==> config.mk <==
export PLATFORM = sky130hd
export DESIGN_NAME = fifo_wr_ctrl
export DESIGN_NICKNAME = d
export VERILOG_FILES = /design/src/rtl/fifo_wr_ctrl.sv
export SDC_FILE = /design/constraint.sdc
export NUM_CORES = 1
export LEC_CHECK = 0
export BUFFER_PORTS_ARGS = -buffer_cell sky130_fd_sc_hd__clkbuf_2
export CAP_MARGIN = 20
export CORE_MARGIN = 2
export CORE_UTILIZATION = 54
export CTS_BUF_LIST = sky130_fd_sc_hd__clkbuf_2
export DETAILED_ROUTE_END_ITERATION = 16
export PLACE_DENSITY = 0.8
export RECOVER_POWER = 50
export SETUP_SLACK_MARGIN = 0.02
export SLEW_MARGIN = 30
export SYNTH_ARGS = -nofsm -noshare
export SYNTH_HDL_FRONTEND = slang
export SYNTH_SLANG_ARGS = --single-unit
==> constraint.sdc <==
create_clock -name w_clk -period 3.7 [get_ports w_clk]
set_input_delay 0.74 -clock w_clk [delete_from_list [all_inputs] [get_ports w_clk]]
set_output_delay 0.74 -clock w_clk [all_outputs]
set_load 0.05 [all_outputs]
==> src/rtl/fifo_wr_ctrl.sv <==
// Write-domain half of the transmitter's dual-clock FIFO: write address/strobe,
// Gray write pointer export, read-pointer synchronizer, and full/almost-full/fill/overrun.
module fifo_wr_ctrl #(
  parameter int ADDR_BITS = 7,
  parameter int AF_MARGIN = 4
) (
  input  logic                 w_clk,
  input  logic                 n_rst,
  input  logic                 w_enable,
  input  logic                 clear_overrun,
  input  logic [ADDR_BITS:0]   r_count,
  output logic [ADDR_BITS-1:0] w_addr,
  output logic                 w_strobe,
  output logic [ADDR_BITS:0]   w_count,
  output logic                 full,
  output logic                 almost_full,
  output logic [ADDR_BITS:0]   fill,
  output logic                 overrun
);

  localparam int PW = ADDR_BITS + 1;
  localparam logic [PW-1:0] AF_LEVEL = PW'((1 << ADDR_BITS) - AF_MARGIN);

  function automatic logic [PW-1:0] bin_to_gray(input logic [PW-1:0] b);
    return b ^ (b >> 1);
  endfunction

  function automatic logic [PW-1:0] gray_to_bin(input logic [PW-1:0] g);
    logic [PW-1:0] b;
    b[PW-1] = g[PW-1];
    for (int i = PW - 2; i >= 0; i--) begin
      b[i] = b[i+1] ^ g[i];
    end
    return b;
  endfunction

  logic [PW-1:0] wbin;
  logic [PW-1:0] r_q1;
  logic [PW-1:0] r_sync;
  logic [PW-1:0] r_bin;
  logic [PW-1:0] wnext;
  logic [PW-1:0] gnext;
  logic [PW-1:0] full_match;
  logic [PW-1:0] fill_next;
  logic          accepted;
  logic          rejected;

  assign accepted = w_enable & ~full;
  assign rejected = w_enable & full;
  assign w_strobe = accepted;
  assign w_addr   = wbin[ADDR_BITS-1:0];

  always_comb begin
    r_bin      = gray_to_bin(r_sync);
    wnext      = wbin + {{ADDR_BITS{1'b0}}, accepted};
    gnext      = bin_to_gray(wnext);
    // Gray image of the read pointer advanced by one full lap of the RAM
    full_match = {~r_sync[PW-1:PW-2], r_sync[PW-3:0]};
    fill_next  = wnext - r_bin;
  end

  always_ff @(posedge w_clk) begin
    if (!n_rst) begin
      r_q1   <= '0;
      r_sync <= '0;
    end else begin
      r_q1   <= r_count;
      r_sync <= r_q1;
    end
  end

  always_ff @(posedge w_clk) begin
    if (!n_rst) begin
      wbin        <= '0;
      w_count     <= '0;
      full        <= 1'b0;
      almost_full <= 1'b0;
      fill        <= '0;
    end else begin
      wbin        <= wnext;
      w_count     <= gnext;
      full        <= (gnext == full_match);
      almost_full <= (fill_next >= AF_LEVEL);
      fill        <= fill_next;
    end
  end

  // A rejected write outranks a simultaneous clear so no overrun is ever lost
  always_ff @(posedge w_clk) begin
    if (!n_rst) begin
      overrun <= 1'b0;
    end else if (rejected) begin
      overrun <= 1'b1;
    end else if (clear_overrun) begin
      overrun <= 1'b0;
    end
  end

endmodule

Word level (Yosys, flattened, before mapping)
Cells that the tools add are included.

storage, ports and cells
  input bits = 12
  bits in registers = 43

cells by class
  reduce and logical (&&, ||, !) cells = 1
  order comparisons = 1
  $add $sub $neg = 2
  equality and inequality tests = 1
  mux-type cells = 2
  bitwise logic cells = 12

operator list
  kind                  count
  $add A8 B1 Y8         1
  $eq A8 B8 Y1          1
  $ge A8 B7 Y1 const B  1
  $sub A8 B8 Y8         1
  $xor A8 B7 Y8         1
  $xor A1 B1 Y1         7
  $and A1 B1 Y1         2
  $mux W1               2
  $not A2 Y2            1
  $reduce_bool A2 Y1    1
  $not A1 Y1            1

Depth between registers and ports, before layout
Gate-level depths: netlist of the first run.

  depth in word-level cells = 9
  mapped depth = 14

Worst setup path after synthesis of the first run
No wires, ideal clock.

  path type = input port to flip-flop
  from = input port w_enable
  to = register almost_full
  data arrival time = 3.731 ns
  setup slack = -0.149 ns
  cell stages on the path = 13
  required time = 3.583 ns
  cell sequence = nor2b_1 ha_1 ha_1 nand3_2 xor2_1 inv_1 ha_1 nand2_1 o21ai_0 o21a_1 nor2_1 xnor2_1 a32o_1

between the ends
  word-level cells in the longest chain between the ends = 4

ends and longest elaborated chain
  item                  RTL line  text
  from (decl)           9         input logic w_enable,
  $and A1 B1 Y1         48        assign accepted = w_enable & ~full;
  $add A8 B1 Y8         55        wnext = wbin + {{ADDR_BITS{1'b0}}, accepted};
  via wnext[4]          41        logic [PW-1:0] wnext;
  $sub A8 B8 Y8         59        fill_next = wnext - r_bin;
  $ge A8 B7 Y1          83        almost_full <= (fill_next >= AF_LEVEL);
  to (signal assigned)  83
  to (decl)             16        output logic almost_full,

The timed path passes the listed nets, and every way through them passes these cells.
A chain may end at the register's enable or synchronous reset.

Final worst setup path of the first run
  from = register r_sync[7]
  to = register almost_full

between the ends
  word-level cells in the longest chain between the ends = 9

ends and longest elaborated chain
  item                        RTL line  text
  from (decl)                 39        logic [PW-1:0] r_sync;
  from (signal assigned)      68        r_sync <= r_q1;
  $xor A1 B1 Y1 (7 in a row)  32        b[i] = b[i+1] ^ g[i];
  $sub A8 B8 Y8 (*)           59
  $ge A8 B7 Y1 (*)            83

Every way passes the cells marked *; elsewhere a longest branch is shown, timed or not.

==> results.sh, run 1 <==
export IMPL_status="complete, no violations"
export IMPL_pwr_share_clk_pct=18.3
export IMPL_arrival_ns=3.61
export IMPL_netlist_area_sq_um=1870
export IMPL_grtUsageTotal_pct=16.8
export IMPL_p_comb_share_pct=31.5
export IMPL_wl_microns=2960
export IMPL_syn_inst=188
export IMPL_path_class="flip-flop to flip-flop"
export IMPL_startpoint_type="flip-flop"
export IMPL_fp_dieArea_sq_um=3950
export IMPL_root_buffer="clkbuf_2"
export IMPL_synthDistinctLibCells=32
export IMPL_p_sw_share_pct=35.9
export IMPL_core_area_sq_um=3340
export IMPL_switchingPower_mw=0.360
export IMPL_r2r_cells=14
export IMPL_netlist_top_cells_area="dfxtp_1 45%, and2_1 11%, xnor2_1 7.5%"
export IMPL_cp_max_fo=4
export IMPL_rsz0062_at_grt="false"
export IMPL_globalplace_congestion=0.727
export IMPL_yosys_warnings=0
export IMPL_cap_viol_max_count=0
export IMPL_grt_overflow_total=0
export IMPL_fin_nets=253
export IMPL_cts_resized=0
export IMPL_start_util_pct=56.1
export IMPL_antenna_found_initial=0
export IMPL_die_h_microns=62.9
export IMPL_holdPathStages=1
export IMPL_grt_pass1_wl_microns=5180
export IMPL_critical_path_required_ns=4.02
export IMPL_ys_seq_area_share_pct=44.9
export IMPL_io_buffer_count=38
export IMPL_yosysTopAreaCell="dfxtp_1"
export IMPL_maxSlewViolCount=0
export IMPL_clkTransAtPathRegs_ns=0.19
export IMPL_power_density_nw_per_um2=473
export IMPL_p_leak_nw=0.952
export IMPL_drc_errors=0
export IMPL_finClkSkew_ns=0.0136
export IMPL_postRouteAntennaNets=0
export IMPL_io_pins=39
export IMPL_pre_cts_slack_ns=0.387
export IMPL_cts_buffers_inserted=5
export IMPL_hold_buffers=0
export IMPL_final_cells=278
export IMPL_drt_pass1_iter_count=4
export IMPL_holdCritStartpoint="r_q1[0]"
export IMPL_synth_nets=210
export IMPL_via_count=1284
export IMPL_dpl_cell_area_sq_um=2120
export IMPL_fmax_ghz=0.304
export IMPL_clock_sinks=42
export IMPL_cts_max_level=2
export IMPL_cts_setup_buffers=0
export IMPL_wl_per_cell_microns=10.6
export IMPL_setup_slack_ns=0.406
export IMPL_cts_tree="yes"
export IMPL_report_power_total_mw=1.00
export IMPL_placed_cells=270
export IMPL_drtIter0Drc=29
export IMPL_p_seq_share_pct=50.2
export IMPL_final_area_sq_um=2120
export IMPL_critical_path_endpoint_type="flip-flop"
export IMPL_setup_violations=0
export IMPL_dieWidth_microns=62.9
export IMPL_whs_endpoint="r_sync[0]"
export IMPL_worstMarginPinSlew_ns=1.26
export IMPL_async_flop_share_pct=0
export IMPL_timing_reg2reg_setup_slack_ns=0.41
export IMPL_vias_per_cell=4.62
export IMPL_slew_headroom_pct=16.0
export IMPL_grt_pass1_vias=1199
export IMPL_drive_gt1_share_pct=18.1
export IMPL_tns_ns=0
export IMPL_finalCritPeriodShare_pct=89.0
export IMPL_n_antenna_cell=0
export IMPL_synth_edf_count=0
export IMPL_synth_area_per_cell_sq_um=9.95
export IMPL_yosys_register_bits=42
export IMPL_rr_startpoint="r_sync[7]"
export IMPL_hold_violations=0
export IMPL_grt_max_degree=43
export IMPL_hp_class="flip-flop to flip-flop"
export IMPL_reg2reg_to="almost_full"
export IMPL_dp_hpwl_microns=2140
export IMPL_p_int_mw=0.644
export IMPL_insertion_delay_ns=0.39
export IMPL_syn_to_final_growth_pct=13.4
export IMPL_ys_flop_type="dfxtp_1"
export IMPL_yosysTopAreaCellShare_pct=44.9
export IMPL_cts_max_path_buffers=2
export IMPL_finalCriticalPeriod_ns=3.29
export IMPL_rows=21
export IMPL_ir_drop_mv=0.352
[logic make-up after synthesis]
family / synth area share [%]
AO/OA/AOI/OAI: 5.89
XOR/XNOR: 16.7
adder cells (fa/ha/maj): 7.09
buffers and inverters: 2.01
flip-flops: 45.0
multiplexers: 0.535
AND/OR/NAND/NOR: 22.9
[power by group through the flow]
stage | clock [mW] | sequential (mW) | combinational [mW]
finish | 0.184 | 0.504 | 0.316
global route | 0.213 | 0.509 | 0.349
CTS | 0.192 | 0.505 | 0.322
detailed placement | 0 | 0.515 | 0.318
global placement | 0 | 0.514 | 0.315
floorplan | 0 | 0.621 | 0.149
[flip-flops by register name, indices dropped and copies added, names as in the netlist]
register / cells
fill: 8
r_q1: 8
r_sync: 8
w_count: 8
wbin: 7
almost_full: 1
full: 1
overrun: 1
[worst max-delay path by stage]
stage,from,to,cells past startpoint
detailed placement,r_sync[7],almost_full,14
CTS,r_sync[7],almost_full,14
finish,r_sync[7],almost_full,14
global route,r_sync[7],almost_full,14
floorplan,w_enable,almost_full,13
global placement,r_sync[7],almost_full,14
[critical path, cell delays in order (launching register included)]
cell     delay, ns
dfxtp_1       0.38
xnor2_1       0.31
xor2_2        0.29
xnor2_1       0.20
xor2_1        0.34
xnor2_1       0.16
ha_1          0.18
inv_1         0.05
fa_1          0.39
a21oi_1       0.17
o21ai_0       0.14
o21a_1        0.18
nor2_1        0.10
xnor2_1       0.10
a32o_1        0.22
[per-layer routing]
| layer | part of all wire [%] | up-vias | GRT usage, % |
|---|---|---|---|
| li1 | - | 688 | - |
| met1 | 49 | 558 | 20.8 |
| met2 | 43 | 32 | 26.9 |
| met3 | 5.7 | 6 | 6.31 |
| met4 | 1.8 | 0 | 5.83 |
| met5 | 0 | - | 0 |
[area by class of cell]
| type | instances | area [sq um] |
|---|---|---|
| fillers | 314 | 1210 |
| flip-flops and latches | 42 | 841 |
| inverters | 6 | 22.5 |
| well taps | 46 | 57.6 |
| multi-input cells | 136 | 975 |
| clock buffers | 6 | 30.0 |
| repair buffers | 40 | 188 |
| clock inverters | 2 | 8.76 |
[layout by cell type (no fill, tap or decap), drive strengths merged, types with 5 or more instances in the layout]
master,n
inv,6
ha,9
nor2,10
clkbuf,46
xnor2,17
dfxtp,42
and2,34
a21oi,5
nor2b,5
xor2,16
nand2,14
[cells in the mapped netlist, types with 3 or more instances]
library cell / number
and2_1: 34
a21oi_1: 5
xnor2_1: 16
inv_1: 6
xor2_1: 14
clkbuf_1: 4
ha_1: 9
nand2_1: 14
nor2_1: 10
dfxtp_1: 42
a21boi_0: 3
nor2b_1: 5
[metrics by stage]
step / hold slack, ns / utilization (%)
2_1_floorplan: 0.412 / -
5_1_grt: 0.474 / 63.6
6_report: 0.457 / 63.6
4_1_cts: 0.462 / 64.7
3_5_place_dp: 0.419 / 63.6
3_3_place_gp: 0.414 / 63.6
(Power assumes the default switching activity.)
==> run 2: changes to the inputs <==
ABC_AREA = 1   (was not set)
PLACE_DENSITY = 0.79   (was 0.8)
==> results.sh, run 2 <==
export IMPL_via_count=1756
export IMPL_cp_max_fo=4
export IMPL_ys_flop_type="dfxtp_1"
export IMPL_rr_startpoint="r_sync[7]"
export IMPL_insertion_delay_ns=0.42
export IMPL_antenna_found_initial=0
export IMPL_reg2reg_to="almost_full"
export IMPL_cts_max_path_buffers=2
export IMPL_setup_violations=0
export IMPL_dpl_cell_area_sq_um=2240
export IMPL_postRouteAntennaNets=0
export IMPL_yosys_warnings=0
export IMPL_report_power_total_mw=1.03
export IMPL_synth_mux_area_share_pct=0
export IMPL_whs_endpoint="r_sync[2]"
export IMPL_post_synth_top_count_cell="nand2_1"
export IMPL_synth_top_family_by_area="simple AND/OR/NAND/NOR gates"
export IMPL_wl_per_cell_microns=10.3
export IMPL_drt_pass1_iter_count=4
export IMPL_netlist_area_sq_um=2010
export IMPL_cts_tree="yes"
export IMPL_critical_path_endpoint_type="flip-flop"
export IMPL_tns_ns=0
export IMPL_r2r_cells=22
export IMPL_worst_path_max_delay_cell="dfxtp_1"
export IMPL_slowest_delay_ns=0.47
export IMPL_rsz0062_at_grt="false"
export IMPL_final_cells=367
export IMPL_rows=22
export IMPL_start_util_pct=55.6
export IMPL_finalCriticalPeriod_ns=2.88
export IMPL_hold_violations=0
export IMPL_async_flop_share_pct=0
export IMPL_n_antenna_cell=0
export IMPL_cp_cell_sequence="inv_2 -> nand2_1 -> nand3_2 -> nand2_2 -> nand2_1 -> nand3_1 -> nand2_2 -> nand2_2 -> nand2_1 -> nand2_1 -> nand3_1 -> nand2_1 -> ha_1 -> inv_1 -> fa_1 -> nand2_1 -> a21oi_1 -> o21ai_0 -> nand2_1 -> nor2_1 -> nand3_1 -> o21ai_1"
export IMPL_hp_class="flip-flop to flip-flop"
export IMPL_hold_buffers=0
export IMPL_synth_area_per_cell_sq_um=7.27
export IMPL_yosysTopAreaCellShare_pct=41.9
export IMPL_power_density_nw_per_um2=447
export IMPL_pre_cts_slack_ns=0.583
export IMPL_cts_buffers_inserted=5
export IMPL_cts_max_level=2
export IMPL_synth_edf_count=0
export IMPL_final_area_sq_um=2300
export IMPL_drtIter0Drc=84
export IMPL_cp_top_family="simple AND/OR/NAND/NOR gates"
export IMPL_grt_pass1_vias=1606
export IMPL_holdCritStartpoint="r_q1[2]"
export IMPL_synth_compound_area_share_pct=4.49
export IMPL_finClkSkew_ns=0.0298
export IMPL_dieWidth_microns=64.9
export IMPL_fin_nets=340
export IMPL_grt_max_degree=24
export IMPL_synthDistinctLibCells=26
export IMPL_slew_headroom_pct=36.6
export IMPL_synth_xor_area_share_pct=5.18
export IMPL_drc_errors=0
export IMPL_io_buffer_count=38
export IMPL_cpMostUsedCell="nand2_1"
export IMPL_core_area_sq_um=3610
export IMPL_worstMarginPinSlew_ns=0.951
export IMPL_maxSlewViolCount=0
export IMPL_startpoint_type="flip-flop"
export IMPL_cts_setup_buffers=0
export IMPL_syn_to_final_growth_pct=14.7
export IMPL_final_common_cell="nand2_1"
export IMPL_yosys_area_share_simple_pct=32.3
export IMPL_wl_microns=3770
export IMPL_path_buf_inv=2
export IMPL_final_cell_mix="77 x nand2_1, 44 x inv_1, 42 x dfxtp_1, 31 x clkbuf_2"
export IMPL_dp_hpwl_microns=2870
export IMPL_grt_pass1_wl_microns=6560
export IMPL_yosysTopAreaCell="dfxtp_1"
export IMPL_clkTransAtPathRegs_ns=0.21
export IMPL_timing_reg2reg_setup_slack_ns=0.82
export IMPL_drive_gt1_share_pct=16.3
export IMPL_fp_dieArea_sq_um=4220
export IMPL_synth_nets=298
export IMPL_arrival_ns=3.23
export IMPL_placed_cells=359
export IMPL_cap_viol_max_count=0
export IMPL_grtUsageTotal_pct=20.4
export IMPL_syn_inst=276
export IMPL_status="complete, no violations"
export IMPL_critical_path_required_ns=4.05
export IMPL_holdPathStages=2
export IMPL_io_pins=39
export IMPL_die_h_microns=64.9
export IMPL_netlist_top_cells_area="dfxtp_1 42%, nand2_1 14%, inv_1 8.2%"
export IMPL_yosys_register_bits=42
export IMPL_synth_fa_ha_area_share_pct=6.61
export IMPL_ir_drop_mv=0.338
export IMPL_fmax_ghz=0.347
export IMPL_cts_resized=0
export IMPL_clock_sinks=42
export IMPL_path_class="flip-flop to flip-flop"
export IMPL_ys_top_cells_by_count="77 x nand2_1, 44 x inv_1, 42 x dfxtp_1"
export IMPL_globalplace_congestion=0.887
export IMPL_ys_seq_area_share_pct=41.9
export IMPL_grt_overflow_total=0
export IMPL_finalCritPeriodShare_pct=78.0
export IMPL_p_leak_nw=1.25
export IMPL_root_buffer="clkbuf_2"
export IMPL_setup_slack_ns=0.816
export IMPL_vias_per_cell=4.78
-- run 2: logic make-up after synthesis --
group	count (synthesis)
AND/OR/NAND/NOR	146
XOR/XNOR	11
adder cells (fa/ha/maj)	10
buffers and inverters	51
AO/OA/AOI/OAI	16
flip-flops	42
-- run 2: per-stage QoR --
step                      hold WS (ns)  util, %
after global routing             0.437     63.8
after CTS                        0.431     64.2
final                            0.428     63.8
after detailed placement         0.397     62.2
after floorplan                  0.390        -
after global placement           0.392     62.2
-- run 2: routing by layer --
metal | wire length, microns | share of wire (%) | GRT usage [%]
met1 | 1730 | 46 | 22.8
met2 | 1750 | 46 | 35.4
met3 | 209 | 5.5 | 6.08
met4 | 84 | 2.2 | 9.31
met5 | 0 | 0 | 0
-- run 2: final cells by class --
type | count | area [sq um]
Clock buffer | 5 | 25.0
Clock inverter | 3 | 45.0
Fill cell | 334 | 1310
Inverter | 48 | 180
Multi-Input combinational cell | 183 | 973
Sequential cell | 42 | 841
Tap cell | 48 | 60.1
Timing Repair Buffer | 38 | 175
-- run 2: worst reg2reg max path, cell delays in order, from the launching register on --
cell and delay, ns:
dfxtp_1 0.47, inv_2 0.07, nand2_1 0.10, nand3_2 0.10, nand2_2 0.10, nand2_1 0.05
nand3_1 0.13, nand2_2 0.10, nand2_2 0.07, nand2_1 0.07, nand2_1 0.08, nand3_1 0.06
nand2_1 0.06, ha_1 0.13, inv_1 0.07, fa_1 0.43, nand2_1 0.10, a21oi_1 0.08
o21ai_0 0.14, nand2_1 0.07, nor2_1 0.14, nand3_1 0.09, o21ai_1 0.11
-- run 2: report_power, final --
part / internal [mW] / switching, mW
Combinational: 0.0714 / 0.192
Sequential: 0.486 / 0.0120
Clock: 0.113 / 0.155
Total: 0.670 / 0.358
-- run 2: worst max-delay path by stage --
stage / from / to / slack, ns / cells past startpoint
2_1_floorplan: w_enable / almost_full / 0.27 / 17
3_3_place_gp: w_enable / almost_full / 0.69 / 18
3_5_place_dp: w_enable / almost_full / 0.58 / 18
4_1_cts: r_sync[7] / almost_full / 0.85 / 22
5_1_grt: r_sync[7] / almost_full / 0.45 / 22
6_report: r_sync[7] / almost_full / 0.82 / 22
==> run 3: changes to the inputs <==
clock period = 3 ns   (was 3.7 ns; I/O delays follow)
==> results.sh, run 3 (synthesis gave the netlist of run 2 again) <==
export IMPL_slowest_delay_ns=0.42
export IMPL_critical_path_endpoint_type="flip-flop"
export IMPL_syn_to_final_growth_pct=16.9
export IMPL_finalCritPeriodShare_pct=91.0
export IMPL_wl_microns=3970
export IMPL_grt_pass1_vias=1642
export IMPL_maxSlewViolCount=0
export IMPL_pwr_share_clk_pct=24.9
export IMPL_final_common_cell="nand2_1"
export IMPL_cp_max_fo=4
export IMPL_clkTransAtPathRegs_ns=0.21
export IMPL_arrival_ns=3.07
export IMPL_startpoint_type="flip-flop"
export IMPL_wl_per_cell_microns=10.7
export IMPL_clock_sinks=42
export IMPL_grt_pass1_wl_microns=6880
export IMPL_vias_per_cell=4.89
export IMPL_ir_drop_mv=0.492
export IMPL_hold_buffers=0
export IMPL_worst_path_max_delay_cell="dfxtp_4"
export IMPL_rows=22
export IMPL_grt_overflow_total=0
export IMPL_postRouteAntennaNets=0
export IMPL_die_h_microns=64.9
export IMPL_dpl_cell_area_sq_um=2270
export IMPL_final_util_pct=65.0
export IMPL_fp_dieArea_sq_um=4220
export IMPL_p_seq_share_pct=48.2
export IMPL_setup_violations=0
export IMPL_grt_max_degree=24
export IMPL_tns_ns=0
export IMPL_p_comb_share_pct=26.9
export IMPL_seq_area_sq_um=846
export IMPL_cts_tree="yes"
export IMPL_core_area_sq_um=3610
export IMPL_multi_input_area_sq_um=1000
export IMPL_p_leak_nw=1.28
export IMPL_p_int_mw=0.833
export IMPL_nFillCells=344
export IMPL_cp_top_family="simple AND/OR/NAND/NOR gates"
export IMPL_drive_gt1_share_pct=19.3
export IMPL_power_density_nw_per_um2=542
export IMPL_fmax_ghz=0.366
export IMPL_root_buffer="clkbuf_2"
export IMPL_via_count=1811
export IMPL_cap_viol_max_count=0
export IMPL_slew_headroom_pct=30.9
export IMPL_path_buf_inv=2
export IMPL_worstMarginPinSlew_ns=1.04
export IMPL_drt_pass1_iter_count=4
export IMPL_globalplace_congestion=0.870
export IMPL_switchingPower_mw=0.439
export IMPL_critical_path_required_ns=3.34
export IMPL_final_cell_mix="76 x nand2_1, 43 x inv_1, 40 x dfxtp_1, 30 x clkbuf_2, 23 x nor2_1"
export IMPL_cpMostUsedCell="nand2_1"
export IMPL_cts_max_level=2
export IMPL_finClkSkew_ns=0.0157
export IMPL_final_area_sq_um=2340
export IMPL_n_antenna_cell=0
export IMPL_antenna_found_initial=0
export IMPL_hp_class="primary input to flip-flop"
export IMPL_cts_buffers_inserted=5
export IMPL_start_util_pct=55.6
export IMPL_io_pins=39
export IMPL_path_class="flip-flop to flip-flop"
export IMPL_report_power_total_mw=1.27
export IMPL_hold_violations=0
export IMPL_insertion_delay_ns=0.40
export IMPL_whs_ns=0.360
export IMPL_cts_max_path_buffers=2
export IMPL_drtIter0Drc=81
export IMPL_dieWidth_microns=64.9
export IMPL_io_buffer_count=38
export IMPL_cp_cell_sequence="inv_2 -> nand2_1 -> nand3_2 -> nand2_2 -> nand2_1 -> nand3_2 -> nand2_2 -> nand2_2 -> nand2_1 -> nand2_1 -> nand3_1 -> nand2_1 -> ha_1 -> inv_1 -> fa_2 -> nand2_1 -> a21oi_1 -> o21ai_1 -> nand2_1 -> nor2_1 -> nand3_1 -> o21ai_1"
export IMPL_dp_hpwl_microns=3030
export IMPL_fin_nets=343
export IMPL_grtUsageTotal_pct=21.1
export IMPL_p_sw_share_pct=34.5
export IMPL_finalCriticalPeriod_ns=2.73
export IMPL_status="complete, no violations"
export IMPL_drc_errors=0
[run 3: through the flow]
step                      cells  setup WS (ns)
after floorplan             276          0.174
after global placement      361          0.129
after detailed placement    361         0.0701
after CTS                   369          0.138
after global routing        370       -0.00697
final                       370          0.270
[run 3: area by class of cell]
type | count | area share [%]
clock inverters | 3 | 1.71
repair buffers | 41 | 8.22
inverters | 48 | 7.68
clock buffers | 5 | 1.07
well taps | 48 | 2.56
flip-flops and latches | 42 | 36.1
multi-input cells | 183 | 42.7
[run 3: power groups by stage]
| stage | registers [mW] | logic [mW] | clock network (mW) |
|---|---|---|---|
| after CTS | 0.614 | 0.341 | 0.326 |
| after global placement | 0.625 | 0.334 | 0 |
| final | 0.613 | 0.341 | 0.317 |
| after detailed placement | 0.626 | 0.340 | 0 |
| after global routing | 0.618 | 0.379 | 0.357 |
| after floorplan | 0.731 | 0.158 | 0 |
[run 3: worst paths after layout]
check                                start           to  slack [ns]  cells after the start
worst max-delay path             r_sync[7]  almost_full        0.27                     22
worst min-delay path            r_count[6]      r_q1[6]        0.36                      3
worst max register to register   r_sync[7]  almost_full        0.27                     22
worst min register to register     r_q1[2]    r_sync[2]        0.43                      2
[run 3: per-layer routing]
metal | part of all wire (%) | track usage [%] | wire length (microns)
met4 | 1.3 | 9.31 | 51
met5 | 0 | 0 | 0
met2 | 49 | 35.1 | 1940
met1 | 45 | 24.9 | 1790
met3 | 4.7 | 6.60 | 187
[run 3: worst min-delay path: cells and delay by family]
family | cells | cell delay, ns
buffers and inverters | 2 | 0.11
AND/OR/NAND/NOR | 1 | 0.04
[run 3: what timing repair did]
item                       CTS  global route
buffers inserted             0             1
setup endpoints to repair    0             2
resized for setup            0            10
